File: src/rtl/data_mem_responder_if.sv
// Data-memory request/response bundle between the pipeline controller (master)
// and the memory responder (slave).
//   MemRead/MemWrite : request strobes, held by the master until MemReady
//   Addr/MemIn       : access address and write data
//   MemOut           : read data, valid with MemReady and held afterwards
//   MemReady         : one-cycle completion pulse
//   Stall            : pipeline freeze request
//   Busy             : responder is in WAIT or DONE
interface data_mem_responder_if #(
  parameter int unsigned ADDR_W = 8,
  parameter int unsigned DATA_W = 8
);
  logic              MemRead;
  logic              MemWrite;
  logic [ADDR_W-1:0] Addr;
  logic [DATA_W-1:0] MemIn;
  logic [DATA_W-1:0] MemOut;
  logic              MemReady;
  logic              Stall;
  logic              Busy;

  modport master (
    output MemRead, MemWrite, Addr, MemIn,
    input  MemOut, MemReady, Stall, Busy
  );

  modport slave (
    input  MemRead, MemWrite, Addr, MemIn,
    output MemOut, MemReady, Stall, Busy
  );
endinterface

File: src/rtl/data_mem_responder.sv
// Memory-side responder for pipeline data-memory requests (loads/stores).
// Holds a DEPTH x DATA_W register-array memory and completes each access
// WAIT_CYCLES+1 cycles after acceptance with a one-cycle MemReady pulse.
// Stall freezes the pipeline while an access is outstanding.
//
// Ports:
//   clock : rising-edge clock
//   reset : asynchronous active-high reset (memory contents are kept)
//   bus   : data_mem_responder_if slave modport (see interface header)
//
// Optional feature, macro DATA_MEM_LASTHIT_EN: a one-entry last-access tag lets
// a read that hits it complete one cycle after acceptance.
module data_mem_responder #(
  parameter int unsigned ADDR_W      = 8,
  parameter int unsigned DATA_W      = 8,
  parameter int unsigned DEPTH       = 256,
  parameter int unsigned WAIT_CYCLES = 2
) (
  input  logic                  clock,
  input  logic                  reset,
  data_mem_responder_if.slave   bus
);

  typedef enum logic [1:0] {StIdle, StWait, StDone} state_e;

  localparam logic [3:0] WaitInit = 4'(WAIT_CYCLES);

  state_e            state_q, state_d;
  logic [3:0]        cnt_q, cnt_d;
  logic [ADDR_W-1:0] addr_q, addr_d;
  logic [DATA_W-1:0] data_q, data_d;
  logic              wr_q, wr_d;
  logic [DATA_W-1:0] out_q, out_d;

  logic [DATA_W-1:0] mem [DEPTH];

  logic              req;
  logic              hit;
  logic              enter_done;
  logic              mem_we;
  // Access operands: live bus values when accepting from IDLE (zero-wait or
  // tag hit go straight to DONE), latched copies otherwise.
  logic [ADDR_W-1:0] acc_addr;
  logic [DATA_W-1:0] acc_data;
  logic              acc_wr;

`ifdef DATA_MEM_LASTHIT_EN
  logic              tag_valid_q, tag_valid_d;
  logic [ADDR_W-1:0] tag_addr_q, tag_addr_d;
  logic [DATA_W-1:0] tag_data_q, tag_data_d;
`endif

  always_comb begin
    state_d  = state_q;
    cnt_d    = cnt_q;
    addr_d   = addr_q;
    data_d   = data_q;
    wr_d     = wr_q;
    out_d    = out_q;
    hit      = 1'b0;
    acc_addr = addr_q;
    acc_data = data_q;
    acc_wr   = wr_q;
    req      = bus.MemRead | bus.MemWrite;
`ifdef DATA_MEM_LASTHIT_EN
    tag_valid_d = tag_valid_q;
    tag_addr_d  = tag_addr_q;
    tag_data_d  = tag_data_q;
`endif

    unique case (state_q)
      StIdle: begin
        acc_addr = bus.Addr;
        acc_data = bus.MemIn;
        acc_wr   = bus.MemWrite;
        if (req) begin
          addr_d = bus.Addr;
          data_d = bus.MemIn;
          wr_d   = bus.MemWrite;
          cnt_d  = WaitInit;
`ifdef DATA_MEM_LASTHIT_EN
          hit = !bus.MemWrite && tag_valid_q && (bus.Addr == tag_addr_q);
`endif
          state_d = (hit || WAIT_CYCLES == 0) ? StDone : StWait;
        end
      end
      StWait: begin
        cnt_d = cnt_q - 4'd1;
        if (cnt_q <= 4'd1) state_d = StDone;
      end
      StDone:  state_d = StIdle;
      default: state_d = StIdle;
    endcase

    enter_done = (state_d == StDone) && (state_q != StDone);
    mem_we     = enter_done && acc_wr;

    if (enter_done && !acc_wr) begin
      out_d = mem[acc_addr];
`ifdef DATA_MEM_LASTHIT_EN
      if (hit) out_d = tag_data_q;
`endif
    end

`ifdef DATA_MEM_LASTHIT_EN
    if (enter_done) begin
      tag_valid_d = 1'b1;
      tag_addr_d  = acc_addr;
      tag_data_d  = acc_wr ? acc_data : out_d;
    end
`endif
  end

  always_ff @(posedge clock or posedge reset) begin
    if (reset) begin
      state_q <= StIdle;
      cnt_q   <= '0;
      addr_q  <= '0;
      data_q  <= '0;
      wr_q    <= 1'b0;
      out_q   <= '0;
    end else begin
      state_q <= state_d;
      cnt_q   <= cnt_d;
      addr_q  <= addr_d;
      data_q  <= data_d;
      wr_q    <= wr_d;
      out_q   <= out_d;
    end
  end

`ifdef DATA_MEM_LASTHIT_EN
  always_ff @(posedge clock or posedge reset) begin
    if (reset) begin
      tag_valid_q <= 1'b0;
      tag_addr_q  <= '0;
      tag_data_q  <= '0;
    end else begin
      tag_valid_q <= tag_valid_d;
      tag_addr_q  <= tag_addr_d;
      tag_data_q  <= tag_data_d;
    end
  end
`endif

  // Memory array is deliberately not reset.
  always_ff @(posedge clock) begin
    if (mem_we) mem[acc_addr] <= acc_data;
  end

  assign bus.MemOut   = out_q;
  assign bus.MemReady = (state_q == StDone);
  assign bus.Stall    = ((state_q == StIdle) && req) || (state_q == StWait);
  assign bus.Busy     = (state_q == StWait) || (state_q == StDone);

endmodule

File: src/flat_wrapper.sv
// flat-port wrapper written by rule: the top's interface ports become plain ports
module data_mem_responder_flat 
#(
  parameter int unsigned ADDR_W      = 8,
  parameter int unsigned DATA_W      = 8,
  parameter int unsigned DEPTH       = 256,
  parameter int unsigned WAIT_CYCLES = 2
)
  (clock, reset, bus_MemRead, bus_MemWrite, bus_Addr, bus_MemIn, bus_MemOut, bus_MemReady, bus_Stall, bus_Busy);
  data_mem_responder_if #(.ADDR_W(ADDR_W), .DATA_W(DATA_W)) bus_i ();
  input  logic clock;
  input  logic reset;
  input wire logic [$bits(bus_i.MemRead)-1:0] bus_MemRead;
  input wire logic [$bits(bus_i.MemWrite)-1:0] bus_MemWrite;
  input wire logic [$bits(bus_i.Addr)-1:0] bus_Addr;
  input wire logic [$bits(bus_i.MemIn)-1:0] bus_MemIn;
  output wire logic [$bits(bus_i.MemOut)-1:0] bus_MemOut;
  output wire logic [$bits(bus_i.MemReady)-1:0] bus_MemReady;
  output wire logic [$bits(bus_i.Stall)-1:0] bus_Stall;
  output wire logic [$bits(bus_i.Busy)-1:0] bus_Busy;
  assign bus_i.MemRead = bus_MemRead;
  assign bus_i.MemWrite = bus_MemWrite;
  assign bus_i.Addr = bus_Addr;
  assign bus_i.MemIn = bus_MemIn;
  assign bus_MemOut = bus_i.MemOut;
  assign bus_MemReady = bus_i.MemReady;
  assign bus_Stall = bus_i.Stall;
  assign bus_Busy = bus_i.Busy;
  data_mem_responder #(.ADDR_W(ADDR_W), .DATA_W(DATA_W), .DEPTH(DEPTH), .WAIT_CYCLES(WAIT_CYCLES)) u_core (.clock(clock), .reset(reset), .bus(bus_i));
endmodule
File: config.mk
export PLATFORM = sky130hd
export DESIGN_NAME = data_mem_responder_flat
export DESIGN_NICKNAME = d
export VERILOG_FILES = /design/src/rtl/data_mem_responder_if.sv /design/src/rtl/data_mem_responder.sv /design/src/flat_wrapper.sv
export SDC_FILE = /design/constraint.sdc
export NUM_CORES = 2
export LEC_CHECK = 0
export CORE_MARGIN = 5
export CORE_UTILIZATION = 29
export CTS_CLUSTER_SIZE = 8
export DETAILED_ROUTE_END_ITERATION = 12
export GPL_ROUTABILITY_DRIVEN = 1
export PLACE_DENSITY = 0.49
export SYNTH_ARGS = -nofsm -noshare
export SYNTH_HDL_FRONTEND = slang
export SYNTH_SLANG_ARGS = --single-unit
File: constraint.sdc
create_clock -name clock -period 7.6 [get_ports clock]
set_clock_uncertainty 0.05 [all_clocks]
set_input_delay 0.76 -clock clock [delete_from_list [all_inputs] [get_ports clock]]
set_output_delay 0.76 -clock clock [all_outputs]
set_load 0.02 [all_outputs]
==> results.ini <==
[die]
dieArea_sq_um=287800
io_pins=31
initial_core_util_pct=29.10
chipHeight_um=536.5
core_area_sq_um=276300
die_w_um=536.5
rows=193

[routing]
finalWirelength_um=224200
drtPass1Iterations=5
routedWlPerCell_um=28.23
routed-via-count=39780
antenna_violating_nets_post_route=0
drtIter0Drc=4064
viasPerCell=5.008
route.detailed.drc=0

[clock_tree]
cts_root_buf=clkbuf_16
ctsResizeCount=0
hold_buffers=0
cts_num_sinks=2079
clk_latency_ns=0.93
post_cts_buffers=0
cts_buffer_depth=4
cts_tree=done
cts_made_buffers=311
clkTransAtPathRegs_ns=0.06
h-tree-depth=5

[critical_path]
r2r_start=u_core.state_q[0]$_DFF_PP0_
end_kind=flip-flop
crit_path_max_fanout=73
reg2reg_depth=12
cp-start-kind=flip-flop
path_common_cell=buf_4
crit_path_top_delay_cell=o41ai_1
slowest_delay_ns=1.14
cp_top_family=buffers and inverters
path_cells=inv_1 > ha_4 > buf_4 > mux2_8 > buf_4 > mux4_2 > nand2_1 > a41oi_1 > o41ai_1 > buf_4 > o2111ai_1 > mux2_2
crit_arrival_ns=6.71
r2r-end=u_core.bus.MemOut[3]$_DFFE_PP0P_
r2r_setup_slack_ns=1.62
cp_num_buf_inv=4
critPathRequiredTime_ns=8.32
path_class=reg -> reg

[placed_design]
port_buffers=30
place_congestion=0.7866
post-dp-hpwl_um=132000
place_ws_ns=1.745
postPlaceCellArea_sq_um=85610

[power]
irDropWorstVdd_uv=455.0
power.share.switching_pct=32.94
p_leak_nw=28.33
p_int_w=0.02625
power.density_nw_per_um2=417.0
power_frac_seq_pct=38.1
combPwrFrac_pct=31.1
power.net_switching_w=0.01289
clockPowerShare_pct=30.7

[finish]
area.growth.synth_to_final_pct=16.79
drive_gt1_share_pct=24.45
nets=4185
fin_area_sq_um=93880

[sta]
tns_ns=0
fin_ws_ns=1.616
tightest_slew_ns=1.239
fin_crit_sh_pct=78.74
drv_slew=0
min_period_ns=5.984
rsz0062_at_grt=false
setup_viol=0
relSlewSlack_pct=16.35
clock.fmax_mhz=167.1
hold_violations=0

[global_route]
grt-ovfl-total=0
grt_max_degree=205
grt_pass1_vias=41570
antenna_found_initial=11
grt_usage_pct=15.36
grt_pass1_wl_um=318600

[hold_path]
hold_path_class=in -> async

[status]
status=complete, no violations

[yosys]
synth_seq_cells=2079
synth_cell_types=41
syn_nets=3938
synthCells=3913
synth_ff_type=edfxtp_1
yosys_warnings=0
avgSynthCellArea_sq_um=20.54
ys_seq_area_share_pct=77.47
synth_edf_count=2048
netlist_area_sq_um=80380
async_reset_ff_share_pct=1.491

[job]
maxCapViolCount=0

[how the worst max path moves through the flow]
stage | slack (ns) | cells past startpoint | start | end
final | 1.62 | 12 | u_core.state_q[0]$_DFF_PP0_ | u_core.bus.MemOut[3]$_DFFE_PP0P_
after global routing | 1.45 | 12 | u_core.state_q[0]$_DFF_PP0_ | u_core.bus.MemOut[3]$_DFFE_PP0P_
after CTS | 1.73 | 11 | u_core.state_q[0]$_DFF_PP0_ | u_core.bus.MemOut[7]$_DFFE_PP0P_
after detailed placement | 1.75 | 10 | bus_Addr[0] | u_core.bus.MemOut[7]$_DFFE_PP0P_
after global placement | 1.79 | 10 | bus_Addr[0] | u_core.bus.MemOut[7]$_DFFE_PP0P_
after floorplan | 3.45 | 8 | u_core.state_q[0]$_DFF_PP0_ | u_core.mem[0][0]$_DFFE_PP_
[placed cells by master (no fill, tap or decap), types with 2 or more instances in the layout]
cell,count
nand3b_1,3
buf_4,117
nand3_1,3
ha_1,4
buf_12,16
nand2b_1,6
diode_2,4
clkbuf_1,59
nand2_2,16
o2111ai_1,8
edfxtp_1,2048
dfrtp_1,31
mux2_2,23
nor3_1,4
a22o_1,3
nand2_1,539
mux2_8,9
o21ai_1,2
nor3b_1,2
o21ai_4,3
mux4_2,512
o41ai_1,23
clkbuf_16,318
inv_1,7
mux2i_1,4
a41oi_1,128
inv_6,4
nor2b_1,3
nor4_1,7
a21oi_1,2
clkdlybuf4s50_1,30
nor2_1,267
o21ai_0,6
[worst reg2reg max path, delay by kind of cell (launching register included)]
| family | cells | cell delay [ns] |
|---|---|---|
| multiplexers | 3 | 1.61 |
| AND/OR/NAND/NOR | 1 | 0.09 |
| AO/OA/AOI/OAI | 3 | 1.53 |
| buffers and inverters | 4 | 1.66 |
| adder cells (fa/ha/maj) | 1 | 0.53 |
| flip-flops | 1 | 0.40 |
[state kept, by name, indices dropped and copies added (netlist names)]
name / cells
u_core.bus.MemOut: 8
u_core.mem: 2048
u_core.addr_q: 8
u_core.cnt_q: 4
u_core.state_q: 2
u_core.data_q: 8
u_core.wr_q: 1
[cells in the mapped netlist (4+ instances only)]
master / count / share of area [%]
buf_1: 15 / 0.070
clkbuf_1: 112 / 0.52
mux2i_1: 5 / 0.062
nor4_1: 8 / 0.062
dfrtp_1: 31 / 0.97
o21ai_1: 4 / 0.025
a41oi_1: 128 / 1.4
nand2_1: 555 / 2.6
buf_4: 11 / 0.10
buf_6: 29 / 0.41
nand2b_1: 6 / 0.047
o41ai_1: 24 / 0.26
ha_1: 5 / 0.078
mux4_2: 512 / 14
buf_2: 62 / 0.39
edfxtp_1: 2048 / 77
nor2_1: 267 / 1.2
mux2_2: 32 / 0.45
o2111ai_1: 8 / 0.087
nor3_1: 4 / 0.025
inv_1: 8 / 0.037
o21ai_0: 8 / 0.050
[cells by family after synthesis]
group	Yosys count	synth area share, %
fa+ha+maj	5	0.07783
mux	549	14.86
flops	2079	77.47
buf+inv	237	1.525
simple gates	857	4.119
compound gates	186	1.950
[stage by stage]
step / total power (W) / hold WS [ns] / instances / util [%]
2_1_floorplan: 0.02251 / 0.4254 / 3913 / -
3_3_place_gp: 0.02749 / 0.4623 / 7552 / 30.99
3_5_place_dp: 0.02757 / 0.4751 / 7552 / 30.99
4_1_cts: 0.03965 / 0.2860 / 7938 / 33.98
5_1_grt: 0.04064 / 0.3478 / 7940 / 33.98
6_report: 0.03915 / 0.3278 / 7942 / 33.98
[final cells by class]
type | instances | area [sq um]
Tap cell | 3705 | 4636
Antenna cell | 4 | 10.01
Sequential cell | 2079 | 62270
Clock inverter | 8 | 68.82
Timing Repair Buffer | 163 | 1499
Inverter | 8 | 30.03
Fill cell | 26010 | 182400
Clock buffer | 378 | 8193
Multi-Input combinational cell | 1597 | 17170
[per-layer routing]
| layer | track usage [%] | part of all wire, % | wire length, um |
|---|---|---|---|
| met1 | 20.71 | 42 | 94860 |
| met2 | 24.77 | 48 | 107900 |
| met3 | 3.236 | 6.3 | 14180 |
| met4 | 5.308 | 3.2 | 7214 |
| met5 | 0 | 0.0031 | 7 |
[power by group through the flow]
stage | Sequential [W] | Combinational, W | Clock, W
after CTS | 0.0149 | 0.0124 | 0.0123
final | 0.0149 | 0.0122 | 0.0120
after floorplan | 0.0153 | 0.00724 | 0
after detailed placement | 0.0151 | 0.0124 | 0
after global routing | 0.0149 | 0.0129 | 0.0128
after global placement | 0.0151 | 0.0124 | 0
No activity file was read; power rests on OpenSTA's default activity.
